==> src/rtl/aes256_ctr_xcrypt_if.sv <==
`default_nettype none
// ============================================================================
// Module  : aes256_ctr_xcrypt_if
// Brief   : Job, data-stream and core-side signal bundle for the AES-256 CTR
//           sequencer. The slave modport is the sequencer's view; the master
//           modport is the job controller / data source / core side.
// Revision: 1.0 - initial release
// ============================================================================
interface aes256_ctr_xcrypt_if #(
  parameter int CTR_W = 32,
  parameter int LEN_W = 32
);
  // Job set-up
  logic                 start;
  logic [255:0]         key;
  logic [127-CTR_W:0]   nonce;
  logic [CTR_W-1:0]     ctr_init;
  logic [LEN_W-1:0]     num_blocks;

  // Input data stream
  logic                 in_valid;
  logic                 in_ready;
  logic [127:0]         in_data;

  // Output data stream
  logic                 out_valid;
  logic                 out_ready;
  logic [127:0]         out_data;

  // Combinational AES-256 core connection
  logic [255:0]         core_key;
  logic [127:0]         core_msg;
  logic [127:0]         core_out;

  // Status
  logic                 busy;
  logic                 done;
  logic                 ctr_wrap;

  modport slave (
    input  start, key, nonce, ctr_init, num_blocks,
    input  in_valid, in_data, out_ready, core_out,
    output in_ready, out_valid, out_data, core_key, core_msg,
    output busy, done, ctr_wrap
  );

  modport master (
    output start, key, nonce, ctr_init, num_blocks,
    output in_valid, in_data, out_ready, core_out,
    input  in_ready, out_valid, out_data, core_key, core_msg,
    input  busy, done, ctr_wrap
  );
endinterface
`default_nettype wire

==> src/rtl/aes256_ctr_xcrypt.sv <==
`default_nettype none
// ============================================================================
// Module  : aes256_ctr_xcrypt
// Brief   : CTR-mode encrypt/decrypt sequencer around a combinational AES-256
//           core. Drives registered counter blocks {nonce,ctr} and a latched
//           key into the core and XORs each keystream block with one input
//           data block, emitting results on a valid/ready stream with a
//           1-deep output register (1 block/cycle, 1-cycle latency).
// Revision: 1.0 - initial release
// ============================================================================
module aes256_ctr_xcrypt #(
  parameter int CTR_W = 32,
  parameter int LEN_W = 32
) (
  input  logic                 clk,
  input  logic                 rst,
  aes256_ctr_xcrypt_if.slave   bus
);

  localparam int NONCE_W = 128 - CTR_W;

  typedef enum logic [1:0] {
    S_IDLE  = 2'd0,
    S_RUN   = 2'd1,
    S_DRAIN = 2'd2
  } state_t;

  state_t               state_q,     state_d;
  logic [255:0]         key_q,       key_d;
  logic [NONCE_W-1:0]   nonce_q,     nonce_d;
  logic [CTR_W-1:0]     ctr_q,       ctr_d;
  logic [LEN_W-1:0]     rem_q,       rem_d;
  logic                 out_valid_q, out_valid_d;
  logic [127:0]         out_data_q,  out_data_d;
  logic                 done_q,      done_d;
  logic                 wrap_q,      wrap_d;

  logic                 in_ready_w;
  logic                 in_acc_w;
  logic                 out_acc_w;

  // Input is taken only while running and the output register is free or
  // draining this same cycle, so back-to-back traffic sees no bubble.
  assign in_ready_w = (state_q == S_RUN) && (!out_valid_q || bus.out_ready);
  assign in_acc_w   = bus.in_valid && in_ready_w;
  assign out_acc_w  = out_valid_q && bus.out_ready;

  // Next-state and datapath update: job latch, keystream XOR, counter step.
  always_comb begin
    state_d     = state_q;
    key_d       = key_q;
    nonce_d     = nonce_q;
    ctr_d       = ctr_q;
    rem_d       = rem_q;
    out_valid_d = out_valid_q;
    out_data_d  = out_data_q;
    wrap_d      = wrap_q;
    done_d      = 1'b0;

    // A consumed result frees the output register unless refilled below.
    if (out_acc_w) begin
      out_valid_d = 1'b0;
    end

    case (state_q)
      S_IDLE: begin
        if (bus.start) begin
          if (bus.num_blocks != '0) begin
            key_d   = bus.key;
            nonce_d = bus.nonce;
            ctr_d   = bus.ctr_init;
            rem_d   = bus.num_blocks;
            wrap_d  = 1'b0;
            state_d = S_RUN;
          end else begin
            // Empty job completes immediately without leaving IDLE.
            done_d  = 1'b1;
          end
        end
      end

      S_RUN: begin
        if (in_acc_w) begin
          // core_out is the keystream for the counter block currently on
          // core_msg; the counter advances on the same edge.
          out_data_d  = bus.in_data ^ bus.core_out;
          out_valid_d = 1'b1;
          ctr_d       = ctr_q + CTR_W'(1);
          rem_d       = rem_q - LEN_W'(1);
          if (&ctr_q) begin
            wrap_d = 1'b1;
          end
          if (rem_q == LEN_W'(1)) begin
            state_d = S_DRAIN;
          end
        end
      end

      S_DRAIN: begin
        if (out_acc_w) begin
          done_d  = 1'b1;
          state_d = S_IDLE;
        end
      end

      default: begin
        state_d = S_IDLE;
      end
    endcase
  end

  // State register with synchronous reset; reset aborts any job in flight.
  always_ff @(posedge clk) begin
    if (rst) begin
      state_q     <= S_IDLE;
      key_q       <= '0;
      nonce_q     <= '0;
      ctr_q       <= '0;
      rem_q       <= '0;
      out_valid_q <= 1'b0;
      out_data_q  <= '0;
      done_q      <= 1'b0;
      wrap_q      <= 1'b0;
    end else begin
      state_q     <= state_d;
      key_q       <= key_d;
      nonce_q     <= nonce_d;
      ctr_q       <= ctr_d;
      rem_q       <= rem_d;
      out_valid_q <= out_valid_d;
      out_data_q  <= out_data_d;
      done_q      <= done_d;
      wrap_q      <= wrap_d;
    end
  end

  // Core inputs come straight from flops so the only single-cycle path is
  // core -> XOR -> out_data register.
  assign bus.core_key  = key_q;
  assign bus.core_msg  = {nonce_q, ctr_q};

  assign bus.in_ready  = in_ready_w;
  assign bus.out_valid = out_valid_q;
  assign bus.out_data  = out_data_q;
  assign bus.busy      = (state_q != S_IDLE);
  assign bus.done      = done_q;
  assign bus.ctr_wrap  = wrap_q;

endmodule
`default_nettype wire

==> src/flat_wrapper.sv <==
// flat-port wrapper written by rule: the top's interface ports become plain ports
module aes256_ctr_xcrypt_flat 
#(
  parameter int CTR_W = 32,
  parameter int LEN_W = 32
)
  (clk, rst, bus_start, bus_key, bus_nonce, bus_ctr_init, bus_num_blocks, bus_in_valid, bus_in_data, bus_out_ready, bus_core_out, bus_in_ready, bus_out_valid, bus_out_data, bus_core_key, bus_core_msg, bus_busy, bus_done, bus_ctr_wrap);
  aes256_ctr_xcrypt_if #(.CTR_W(CTR_W), .LEN_W(LEN_W)) bus_i ();
  input  logic clk;
  input  logic rst;
  input wire logic [$bits(bus_i.start)-1:0] bus_start;
  input wire logic [$bits(bus_i.key)-1:0] bus_key;
  input wire logic [$bits(bus_i.nonce)-1:0] bus_nonce;
  input wire logic [$bits(bus_i.ctr_init)-1:0] bus_ctr_init;
  input wire logic [$bits(bus_i.num_blocks)-1:0] bus_num_blocks;
  input wire logic [$bits(bus_i.in_valid)-1:0] bus_in_valid;
  input wire logic [$bits(bus_i.in_data)-1:0] bus_in_data;
  input wire logic [$bits(bus_i.out_ready)-1:0] bus_out_ready;
  input wire logic [$bits(bus_i.core_out)-1:0] bus_core_out;
  output wire logic [$bits(bus_i.in_ready)-1:0] bus_in_ready;
  output wire logic [$bits(bus_i.out_valid)-1:0] bus_out_valid;
  output wire logic [$bits(bus_i.out_data)-1:0] bus_out_data;
  output wire logic [$bits(bus_i.core_key)-1:0] bus_core_key;
  output wire logic [$bits(bus_i.core_msg)-1:0] bus_core_msg;
  output wire logic [$bits(bus_i.busy)-1:0] bus_busy;
  output wire logic [$bits(bus_i.done)-1:0] bus_done;
  output wire logic [$bits(bus_i.ctr_wrap)-1:0] bus_ctr_wrap;
  assign bus_i.start = bus_start;
  assign bus_i.key = bus_key;
  assign bus_i.nonce = bus_nonce;
  assign bus_i.ctr_init = bus_ctr_init;
  assign bus_i.num_blocks = bus_num_blocks;
  assign bus_i.in_valid = bus_in_valid;
  assign bus_i.in_data = bus_in_data;
  assign bus_i.out_ready = bus_out_ready;
  assign bus_i.core_out = bus_core_out;
  assign bus_in_ready = bus_i.in_ready;
  assign bus_out_valid = bus_i.out_valid;
  assign bus_out_data = bus_i.out_data;
  assign bus_core_key = bus_i.core_key;
  assign bus_core_msg = bus_i.core_msg;
  assign bus_busy = bus_i.busy;
  assign bus_done = bus_i.done;
  assign bus_ctr_wrap = bus_i.ctr_wrap;
  aes256_ctr_xcrypt #(.CTR_W(CTR_W), .LEN_W(LEN_W)) u_core (.clk(clk), .rst(rst), .bus(bus_i));
endmodule
==> config.mk <==
export PLATFORM = sky130hd
export DESIGN_NAME = aes256_ctr_xcrypt_flat
export DESIGN_NICKNAME = d
export VERILOG_FILES = /design/src/rtl/aes256_ctr_xcrypt_if.sv /design/src/rtl/aes256_ctr_xcrypt.sv /design/src/flat_wrapper.sv
export SDC_FILE = /design/constraint.sdc
export NUM_CORES = 1
export LEC_CHECK = 0
export ABC_AREA = 1
export CAP_MARGIN = 10
export CELL_PAD_IN_SITES_DETAIL_PLACEMENT = 1
export CELL_PAD_IN_SITES_GLOBAL_PLACEMENT = 2
export CORE_AREA = 5 5 464 466
export CTS_CLUSTER_DIAMETER = 40
export DETAILED_ROUTE_END_ITERATION = 7
export DIE_AREA = 0 0 469 471
export PLACE_DENSITY = 0.51
export SLEW_MARGIN = 20
export SYNTH_ARGS = -nofsm -noshare
export SYNTH_HDL_FRONTEND = slang
export SYNTH_SLANG_ARGS = --single-unit
==> constraint.sdc <==
create_clock -name clk -period 1.6 [get_ports clk]
set_clock_uncertainty 0.1 [all_clocks]
set_input_delay 0.32 -clock clk [delete_from_list [all_inputs] [get_ports clk]]
set_output_delay 0.32 -clock clk [all_outputs]
set_load 0.02 [all_outputs]
# ---- Yosys cells after proc, flatten, opt, wreduce, memory -nomap -nowiden
# Cells that the tools add are included.
dict set report op_classes {
  addsub 2
  magnitude_cmp 0
  n_eq_ne 9
  bitwise_logic 1
  n_mul 0
  n_reduce_logical 15
  muxes 26
  n_div 0
  shift 0
}
# op count
set op_table {}
lappend op_table {{two-way mux 32 bit} 6}
lappend op_table {{one-hot mux 32 bit (2 select lines)} 2}
lappend op_table {{bitwise XOR 128 bit} 1}
lappend op_table {{adder 32 x 1 -> 32 bit, second input constant} 1}
lappend op_table {{== test 32 x 1 -> 1 bit, second input constant} 1}
lappend op_table {{AND reduction 32 bit} 1}
lappend op_table {{nonzero test 32 bit} 1}
lappend op_table {{subtractor 32 x 1 -> 32 bit, second input constant} 1}
lappend op_table {{two-way mux 1 bit} 10}
lappend op_table {{two-way mux 2 bit} 5}
lappend op_table {{AND reduction 5 bit} 2}
lappend op_table {{!= test 2 x 1 -> 1 bit, second input constant} 3}
lappend op_table {{!= test 2 bit, second input constant} 3}
lappend op_table {{one-hot mux 2 bit (3 select lines)} 1}
lappend op_table {{one-hot mux 1 bit (2 select lines)} 2}
lappend op_table {{AND reduction 4 bit} 1}
lappend op_table {{nonzero test 2 bit} 2}
lappend op_table {{logical AND 1 bit} 3}
lappend op_table {{AND reduction 3 bit} 1}
lappend op_table {{== test 2 x 1 -> 1 bit, second input constant} 1}
lappend op_table {{== test 2 bit, second input constant} 1}
lappend op_table {{zero test 2 bit} 1}
lappend op_table {{AND reduction 2 bit} 1}
lappend op_table {{zero test 1 bit} 1}
lappend op_table {{logical OR 1 bit} 1}
dict set report word_totals {
  wordCells 62
  inputBits 677
  ramBits 0
  latchBits 0
  memories 0
  romBits 0
  ff_bits 549
  out_inout_bits 517
}

# ---- Logic depth before layout (Yosys ltp)
dict set report depth {
  depth_word 6
  mapped_depth 12
  ltp_nobuf 12
}

# ---- Worst setup path before layout
# No wires, ideal clock.
dict set report synth_timing {
  path_type {register -> register}
  start {register u_core.ctr_q[0]}
  end {register u_core.ctr_q[14]}
  synth_period_minus_slack_ns 1.848
  required_ns 1.430
  stages_incl_launch_ff 11
  path_slack_ns -0.248
  arrival_time_ns 1.677
  setup_ns 0.070
  path_buffers 0
  cell_sequence {dfxtp_1 ha_1 nand3_1 nor2_1 inv_1 nor2_1 xor2_1 inv_1 nand2_1 nand2_1 a21oi_1}
}
dict set report synth_between {
  elab_chain_cells 3
}
# element line_no
set synth_lines {}
lappend synth_lines {{start: declaration} aes256_ctr_xcrypt.sv:31} ;# logic [CTR_W-1:0] ctr_q, ctr_d;
lappend synth_lines {{start signal: assignment} aes256_ctr_xcrypt.sv:128} ;# ctr_q <= ctr_d;
lappend synth_lines {{adder 32 x 1 -> 32 bit} aes256_ctr_xcrypt.sv:88} ;# ctr_d = ctr_q + CTR_W'(1);
lappend synth_lines {{two-way mux 32 bit} aes256_ctr_xcrypt.sv:83} ;# if (in_acc_w) begin
lappend synth_lines {{one-hot mux 32 bit (2 select lines)} aes256_ctr_xcrypt.sv:65} ;# case (state_q)
# Every way passes these cells. The select of a mux whose other input is x is not followed.
# A chain may end at the register's enable or synchronous reset.

# ---- Worst setup path in the final report
dict set report layout_timing {
  start {register u_core.out_valid_q (netlist: u_core.bus.out_valid)}
  end {output port bus_in_ready}
}
dict set report layout_between {
  elab_chain_cells 3
}
# element line_no
set layout_lines {}
lappend layout_lines {{start: declaration} aes256_ctr_xcrypt.sv:33} ;# logic out_valid_q, out_valid_d;
lappend layout_lines {{start signal: assignment} aes256_ctr_xcrypt.sv:130} ;# out_valid_q <= out_valid_d;
lappend layout_lines {{zero test 1 bit} aes256_ctr_xcrypt.sv:44} ;# assign in_ready_w = (state_q == S_RUN) && (!out_valid_q || bus.out_ready);
lappend layout_lines {{logical OR 1 bit} aes256_ctr_xcrypt.sv:44}
lappend layout_lines {{logical AND 1 bit} aes256_ctr_xcrypt.sv:44}
lappend layout_lines {{end: declaration} flat_wrapper.sv:20} ;# output wire logic [$bits(bus_i.in_ready)-1:0] bus_in_ready;
# Every way passes these cells.

==> metrics.txt <==
Leakage=about 0.022 uW; Hold WC Path Type=input port to flop; startpoint class of the critical path=flop; Setup violations, final=~1100; Layout area overhead=153%; Crit Path Class=flop to output pin; syn nets=~3700; Synth Warn #=0; H-tree levels=4; failing checks=negative setup slack; antenna violations before repair=between 90 and 100; # Max-Cap Violations=0; worst skew pair latency=0.80 ns; Clock Pin Slew Worst Setup and Hold Paths=around 0.04 ns; final max-slew violation count=0; commonest cells in the netlist=927 x nor2_1, 549 x dfxtp_1, 543 x o21ai_0; RSZ-0062 raised after global routing=yes; critical path arrival=1.57 ns; DR DRC count=0; CP required=between 1 and 1.5 ns; #FFs+latches synth=549; # IOs=approximately 1200; number of fill cells in the layout=roughly 24000; row count=169; Mapped Area=22200 um^2; WHS=slightly above 0.04 ns; Post-DRT Antenna Nets=0; Max Clock Freq=503 MHz; root buffer cell=clkbuf_16; Clock Sinks=about 550; Die ar.=around 220000 um^2; Synth Flop Type=dfxtp_1; final worst setup slack=-0.388 ns; Tot GR Track Use=between 10% and 20%; Routed WL per cell=around 26 um; Worst slew margin=around 57%; Mean Syn Cell Area=7.39 um^2; Mapped Cells=approximately 3000; placed cell areas=about 41000 um^2; Final period util=124%; Die Ht=471 um; routed vias/inst=around 3.7; status=finished, violations left; Design Area, Final=56000 um^2; number of global-route vias before repair=slightly above 30000; ranking of synthesized cells by area=dfxtp_1 50%, nor2_1 16%, o21ai_0 12%; Power Density=1880 nW/um^2; DR iter-0 viols=~1100; HPWL after DPL=153000 um; storage element area=around 12000 um^2; critical path capture point type=output pin; Port Buffers=1193; routability-driven placement congestion ratio=about 0.82; pin count of the biggest net entering global routing=64; post-synth top area share=49.6%; EDFF count, synth=0; first-pass iteration count of the detailed router=5; ys async rst share=0%; area of the multi-input gates=12100 um^2; Final Hold Violating Endpoints=0; Max VDD drop=roughly 1.2 mV; TritonCTS Buffers=between 150 and 200; Synth cell types=32; most common cell in the netlist=nor2_1; share of cells above drive strength 1=41.9%; cell taking the most area after synthesis=dfxtp_1; Final Critical Period=about 2.0 ns; CTS tree=built; core area=between 200000 and 250000 um^2; Die X-Extent=between 400 and 500 um; post-synthesis sequential area ratio=~50%; final net count=roughly 5600; detailed-route via count=~29000; buffer depth of the longest clock path=3; initial core utilization=about a tenth; gr ovfl total=0; Final Routed Wirelength=just over 200000 um; first-pass GRT wire length=between 200000 and 300000 um; critical path fanouts, max=2; worst-margin pin slew=0.647 ns
[path summary, 6_finish.rpt]
check	slack, ns	end	cells past startpoint	from
worst max register to register	-0.36	u_core.ctr_q[18]	13	u_core.bus.out_valid
worst min register to register	0.38	u_core.rem_q[0]	2	u_core.rem_q[0]
worst min-delay path	0.04	u_core.rem_q[4]	6	bus_num_blocks[4]
worst max-delay path	-0.39	bus_in_ready	5	u_core.bus.out_valid
[metrics by stage]
stage | cells | setup TNS [ns] | total power, uW | setup slack, ns | utilization (%)
after global placement | 7128 | -470.10 | 59300 | -1.04 | 19.6
final | 7880 | -176.31 | 106000 | -0.388 | 26.6
after global routing | 7874 | -268.35 | 111000 | -0.500 | 26.6
after detailed placement | 7128 | -461.11 | 59400 | -1.00 | 19.6
after floorplan | 2999 | -8.02 | 35500 | -0.0617 | -
after CTS | 7777 | -230.79 | 102000 | -0.522 | 25.0
[power by group]
| part | internal [uW] | switching (uW) |
|---|---|---|
| registers | 18600 | 4050 |
| logic | 24300 | 24800 |
| clock network | 23200 | 10700 |
[layer usage]
| metal | part of all wire [%] | global-route usage, % | vias to the layer above |
|---|---|---|---|
| li1 | - | - | 13700 |
| met1 | 39 | 18.3 | 13800 |
| met2 | 49 | 29.1 | 995 |
| met3 | 9.4 | 7.70 | 326 |
| met4 | 2.6 | 4.46 | 68 |
| met5 | 0.22 | 0 | - |
[flip-flops by register name, indices dropped and copies added, names as in the netlist]
| register | count |
|---|---|
| u_core.nonce_q | 96 |
| u_core.bus.out_valid | 1 |
| u_core.ctr_q | 32 |
| u_core.bus.done | 1 |
| u_core.bus.core_key | 256 |
| u_core.bus.ctr_wrap | 1 |
| u_core.state_q | 2 |
| u_core.rem_q | 32 |
| u_core.bus.out_data | 128 |
[what timing repair did]
item	in CTS	in global routing
hold endpoints to repair	237	1
hold buffers	237	1
setup endpoints to repair	1064	1065
resized for setup	2983	683
buffers inserted	82	40
pin swaps	15	60
cloned	30	51
[cell type report]
type / count / area share (%)
timing repair buffer: 1928 / 40.4
multi-input combinational: 2188 / 21.5
sequential: 549 / 20.6
clock buffer: 228 / 8.36
tap: 2821 / 6.30
clock inverter: 72 / 1.89
inverter: 69 / 0.587
timing repair inverter: 4 / 0.161
antenna: 21 / 0.0938
[cells by family (layout without fill, tap and decap cells)]
logic type | count (synthesis) | in the layout | synth area share (%)
xor+xnor | 141 | 141 | 5.57
buf+inv | 263 | 2301 | 4.96
flops | 549 | 549 | 49.6
compound gates | 739 | 739 | 16.9
mux | 1 | 1 | 0.0452
other cells | 0 | 21 | 0
simple gates | 1303 | 1304 | 22.7
fa+ha+maj | 3 | 3 | 0.169
[cell usage in the layout (no fill, tap or decap), types with 12 or more instances in the layout]
| cell type | count |
|---|---|
| clkbuf_1 | 29 |
| o21ai_2 | 99 |
| nor2_4 | 84 |
| diode_2 | 21 |
| nor2_2 | 100 |
| o21ai_4 | 23 |
| o21ai_0 | 196 |
| nor2_1 | 746 |
| bufinv_16 | 18 |
| o21ai_1 | 226 |
| inv_1 | 58 |
| nand3_1 | 44 |
| clkbuf_16 | 197 |
| dfxtp_1 | 155 |
| buf_12 | 214 |
| a21oi_1 | 114 |
| or2_2 | 12 |
| clkdlybuf4s50_1 | 673 |
| nand2_1 | 270 |
| buf_8 | 24 |
| dlygate4sd3_1 | 238 |
| a21oi_2 | 59 |
| clkinv_2 | 32 |
| dfxtp_4 | 34 |
| dfxtp_2 | 360 |
| nand2_2 | 18 |
| buf_6 | 434 |
| buf_16 | 37 |
| xnor2_1 | 133 |
| buf_4 | 268 |
| clkbuf_8 | 36 |
[worst max-delay path, cell delays in order, from the launching register on]
cell and delay [ns]:
dfxtp_4 0.34, inv_2 0.06, nor2_4 0.04, nor2_4 0.14, buf_6 0.12, buf_12 0.11
Power figures use the tool's default switching activity.
==> edit 1: new RTL, same settings <==
`key_q` and `out_data_q` no longer have a reset.
--- a/src/rtl/aes256_ctr_xcrypt.sv
+++ b/src/rtl/aes256_ctr_xcrypt.sv
@@ -115,3 +115,2 @@
       state_q     <= S_IDLE;
-      key_q       <= '0;
       nonce_q     <= '0;
@@ -120,3 +119,2 @@
       out_valid_q <= 1'b0;
-      out_data_q  <= '0;
       done_q      <= 1'b0;
@@ -125,3 +123,2 @@
       state_q     <= state_d;
-      key_q       <= key_d;
       nonce_q     <= nonce_d;
@@ -130,3 +127,2 @@
       out_valid_q <= out_valid_d;
-      out_data_q  <= out_data_d;
       done_q      <= done_d;
@@ -134,2 +130,7 @@
     end
+  end
+
+  always_ff @(posedge clk) begin
+    key_q      <= key_d;
+    out_data_q <= out_data_d;
   end
Function: not settled (the Yosys comparison gave no result); the edit may change what the design does.
==> edit 1 against the original RTL <==
The run still ends with negative setup slack left. Area after synthesis is 4.9% lower. Sequential share of layout area rose by 9.2 points. Sequential cell count unchanged. Power down 22%. Core utilization shrank 2.7 points. Final area fell by 10%. Worst setup slack got worse by 0.13 ns. Routed wire length down 12%. Clock power shrank 11%. Largest power group unchanged. Highest routed layer unchanged.
==> edit 1: results (changes against the original RTL) <==
Status
  – Status: complete, but fails checks (unchanged)
  – Failing checks: negative setup slack (unchanged)

Synthesis
  – Commonest cells in the netlist: nor2_1, edfxtp_1, nand2_1 (was nor2_1, dfxtp_1, o21ai_0)
  – Top cells by area, synth: edfxtp_1, dfxtp_1, nor2_1 (was dfxtp_1, nor2_1, o21ai_0)
  – Seq/Total Area, Yosys: 70.43% (was 49.60%)
  – Mean Syn Cell Area: 11.31 um^2 (was 7.389 um^2)
  – Netlist cell types: 33 (was 32)
  – Top_reg_cell synth: edfxtp_1 (was dfxtp_1)
  – Number of flops mapped to enable cells by yosys: 384 (was 0)
  – Post-synthesis adder-cell area fraction: 0.1782% (was 0.1694%)

Cells and area
  – Antenna Cells: 20 (was 21)
  – Nonclk inv count: 61 (was 73)
  – Number of multi-input logic gates: 1189 (was 2188)
  – Filler cell count: 23670 (was 24220)
  – Clk cell area share: 10.22% (was 10.25%)
  – Sequential share of cell area: 29.85% (was 20.64%)
  – Layout Area Growth over Synthesis: 138.8% (was 152.9%)
  – Fraction of layout cells with a size suffix above 1: 36.10% (was 41.86%)
  – Clock buffers: 177 (was 228)

Critical path
  – Worst-path maximum fanout: 15 (was 2)
  – CP arrival: 2.53 ns (was 1.57 ns)

Power and ir drop
  – VDD IR max: 991.4 uV (was 1175 uV)
  – Sw Share: 34.94% (was 37.42%)

Drt
  – Starting DRC count in detailed routing: 1189 (was 1104)
  – Final wirelength: 177.9 mm (was 201.5 mm)
  – Vias: 22500 (was 28900)

Placed design
  – Dpl hpwl: 145.3 mm (was 152.8 mm)
  – GPL Wtd Cong: 0.8922 (was 0.8233)
  – Dpl ws: -1.254 ns (was -1.003 ns)
  – Placed Area: 0.04005 mm^2 (was 0.04129 mm^2)

Clock network
  – Hold buffers post-CTS: 249 (was 237)
  – Post-CTS Setup Inserts: 41 (was 82)
  – CTS buffer count: 145 (was 162)
  – Post-CTS sizing: 2548 (was 2983)

STA
  – Final Setup Violations: 1052 (was 1065)
  – Final worst slack: -0.5155 ns (was -0.3883 ns)
  – Worst Tran Pin Value: 0.6032 ns (was 0.6468 ns)

Worst hold path
  – Hold path cells: 3 (was 6)

Global routing
  – Largest net degree at the start of global routing: 60 (was 64)
  – Global-route wire length before repair: 219.1 mm (was 257.1 mm)
  – Antenna violations before repair: 132 (was 97)
[edit 1: cell count changes after synthesis, moves of 47 or more]
cell      unedited run  this run
a21oi_1            179        57
buf_2               62        15
clkbuf_1           121        39
dfxtp_1            549       165
edfxtp_1             0       384
nor2_1             927       401
o21ai_0            543       126
xnor2_1            133         6
xor2_1               8       135
[edit 1: path summary, 6_finish.rpt]
check | startpoint | to | slack (ns)
worst max-delay path | u_core.state_q[0]$_SDFFE_PP0P_ | u_core.bus.core_key[126]$_DFFE_PP_ | -0.52
worst min-delay path | bus_nonce[15] | u_core.nonce_q[15]$_SDFFE_PP0P_ | 0.08
worst max register to register | u_core.state_q[0]$_SDFFE_PP0P_ | u_core.bus.core_key[126]$_DFFE_PP_ | -0.52
worst min register to register | u_core.nonce_q[11]$_SDFFE_PP0P_ | u_core.nonce_q[11]$_SDFFE_PP0P_ | 0.38
[edit 1: power by group through the flow]
stage	clock (mW)	combinational (mW)	sequential (mW)
finish	30.3	31.2	21.1
global route	31.9	33.2	21.4
CTS	31.1	27.7	21.2
detailed placement	0	25.5	20.8
global placement	0	25.4	20.8
floorplan	0	6.32	23.3
[edit 1: routing by layer]
metal | wire length, um | global-route usage [%] | vias up | share of wire (%)
met5 | 138 | 0 | - | 0.078
met3 | 14380 | 5.092 | 374 | 8.1
met2 | 90100 | 26.94 | 1071 | 51
met4 | 5610 | 4.040 | 22 | 3.2
met1 | 67640 | 16.30 | 10840 | 38
li1 | - | - | 10190 | -
[edit 1: worst max-delay path, stage by stage (launching register included)]
cell       delay, ns
dfxtp_4         0.34
buf_4           0.14
nor2_4          0.11
inv_2           0.05
buf_4           0.13
nor2_4          0.17
buf_12          0.13
nand2_8         0.10
clkinv_16       0.11
buf_16          0.16
buf_4           0.14
clkbuf_16       0.17
==> edit 2: new RTL, same flow settings <==
Made on the original files. `LEN_W` is set to 32 in 3 places; all go to 16.
--- a/src/rtl/aes256_ctr_xcrypt_if.sv
+++ b/src/rtl/aes256_ctr_xcrypt_if.sv
@@ -10,3 +10,3 @@
   parameter int CTR_W = 32,
-  parameter int LEN_W = 32
+  parameter int LEN_W = 16
 );
--- a/src/rtl/aes256_ctr_xcrypt.sv
+++ b/src/rtl/aes256_ctr_xcrypt.sv
@@ -12,3 +12,3 @@
   parameter int CTR_W = 32,
-  parameter int LEN_W = 32
+  parameter int LEN_W = 16
 ) (
--- a/src/flat_wrapper.sv
+++ b/src/flat_wrapper.sv
@@ -4,3 +4,3 @@
   parameter int CTR_W = 32,
-  parameter int LEN_W = 32
+  parameter int LEN_W = 16
 )
Interface: changed (resized bus_num_blocks); port bits go from 1194 to 1178. The function was not compared with the original's and may differ.
==> edit 2 against the original RTL <==
Clock power down 5%. Register-to-register slack worse by 0.30 ns. The flow still finishes with violations (negative setup slack). Count of clock-buffer cells in the layout down 41. Sequential power up 5%. Area after synthesis down 4.9%. Routed wire length down 9.0%. Combinational power down 3%. Hold slack better by 0.047 ns. Sequential cell count down 16. Final area down 9.2%. Worst setup slack worse by 0.28 ns. Power down 1.7%. Sequential share of layout area up 1.3 points.
==> edit 2: results (changes against the original RTL) <==
Cells and area
  – Number of multi-input logic gates: 1985 (was 2188)
  – Final Instance Count excl. Fillers: 7470 (was 7880)
  – Fraction of layout cells with a size suffix above 1: 33.69% (was 41.86%)
  – Final Cell Area: 0.05088 mm^2 (was 0.05604 mm^2)
  – Antenna Cells: 28 (was 21)
  – Non-clk bufs: 1763 (was 1928)
  – Filler cell count: 24300 (was 24220)
  – Sequential share of cell area: 21.95% (was 20.64%)
  – Clock buffers: 187 (was 228)
  – Nonclk inv count: 70 (was 73)
  – NumNets Final: 5163 (was 5582)
  – Fraction of area in multi-input gates: 18.93% (was 21.53%)
  – Sequential cells: 533 (was 549)

Clock network
  – Post-CTS sizing: 2013 (was 2983)
  – Post-CTS Setup Inserts: 47 (was 82)
  – Clk Latency, worst-skew pair: 0.78 ns (was 0.80 ns)
  – CTS buffer count: 146 (was 162)
  – Hold buffers post-CTS: 249 (was 237)

Critical path
  – Crit-path leading delay family: buffers and inverters (was flip-flops)
  – Critical Path Sink: u_core.bus.core_key[29]$_SDFFE_PP0P_ (was bus_in_ready)
  – Worst-path maximum fanout: 9 (was 2)
  – CP arrival: 2.82 ns (was 1.57 ns)

Synthesis
  – Commonest cells in the netlist: nor2_1, dfxtp_1, o21ai_0 (unchanged)
  – Netlist cell types: 29 (was 32)
  – Top_reg_cell synth: dfxtp_1 (unchanged)
  – Top cells by area, synth: dfxtp_1, nor2_1, o21ai_0 (unchanged)
  – Seq/Total Area, Yosys: 50.62% (was 49.60%)
  – Mean Syn Cell Area: 7.604 um^2 (was 7.389 um^2)

Placed design
  – Dpl ws: -1.377 ns (was -1.003 ns)
  – Placed Cells: 6814 (was 7128)
  – Placed Area: 0.03956 mm^2 (was 0.04129 mm^2)
  – I/O Buffers: 1177 (was 1193)
  – Dpl hpwl: 142.5 mm (was 152.8 mm)
  – GPL Wtd Cong: 0.8468 (was 0.8233)

Drt
  – Drt wl/cell: 24.55 um (was 25.57 um)
  – Vias: 26460 (was 28900)
  – First-pass DRT Iterations: 4 (was 5)

Worst hold path
  – Worst hold endpoint: u_core.nonce_q[54]$_SDFFE_PP0P_ (was u_core.rem_q[4]$_SDFFE_PP0P_)
  – Hold path cells: 3 (was 6)
  – Hold Path Class: in2reg (unchanged)
  – Min-delay src: bus_nonce[54] (was bus_num_blocks[4])

STA
  – Hold WS: 0.08862 ns (was 0.04126 ns)
  – Final Setup Violations: 1047 (was 1065)
  – Final worst slack: -0.6649 ns (was -0.3883 ns)
  – Setup TNS: -259.21 ns (was -176.31 ns)
  – Relative slew slack: 72.00% (was 56.57%)

Global routing
  – Largest net degree at the start of global routing: 77 (was 64)
  – GR Util All Layers: 15.49% (was 16.75%)
  – Vias in the first global route: 28090 (was 30930)
  – Antenna violations before repair: 88 (was 97)
  – Global-route wire length before repair: 237.7 mm (was 257.1 mm)

Power and ir drop
  – Leakage: 20.54 nW (was 22.50 nW)
  – VDD IR max: 1136 uV (was 1175 uV)

Status
  – Status: complete, but fails checks (unchanged)
  – Failing checks: negative setup slack (unchanged)
-- edit 2: cell count changes in the layout (fill, tap and decap cells not counted), moves of 52 or more --
cell / delta
nand2_1: -65
buf_4: -55
nor2_2: -55
nor2_4: -52
o21ai_0: +87
dfxtp_2: -59
buf_6: -83
o21ai_2: -84
a21oi_1: +61
a21oi_2: -59
-- edit 2: cells by family after synthesis --
family / Yosys count / synth area share, %
flip-flops: 533 / 50.62
AO/OA/AOI/OAI: 715 / 17.02
XOR/XNOR: 130 / 5.402
AND/OR/NAND/NOR: 1137 / 20.89
buffers and inverters: 254 / 5.888
adder cells (fa/ha/maj): 3 / 0.1781
-- edit 2: layer usage --
metal	part of all wire (%)	global-route usage [%]
met5	0.21	0
met4	1.6	3.226
met3	8.5	5.817
met2	45	24.65
met1	45	19.94
-- edit 2: power by group --
part           internal (mW)  switching [mW]
Sequential              19.1            4.73
Combinational           23.3            24.4
Clock                   22.1            10.2
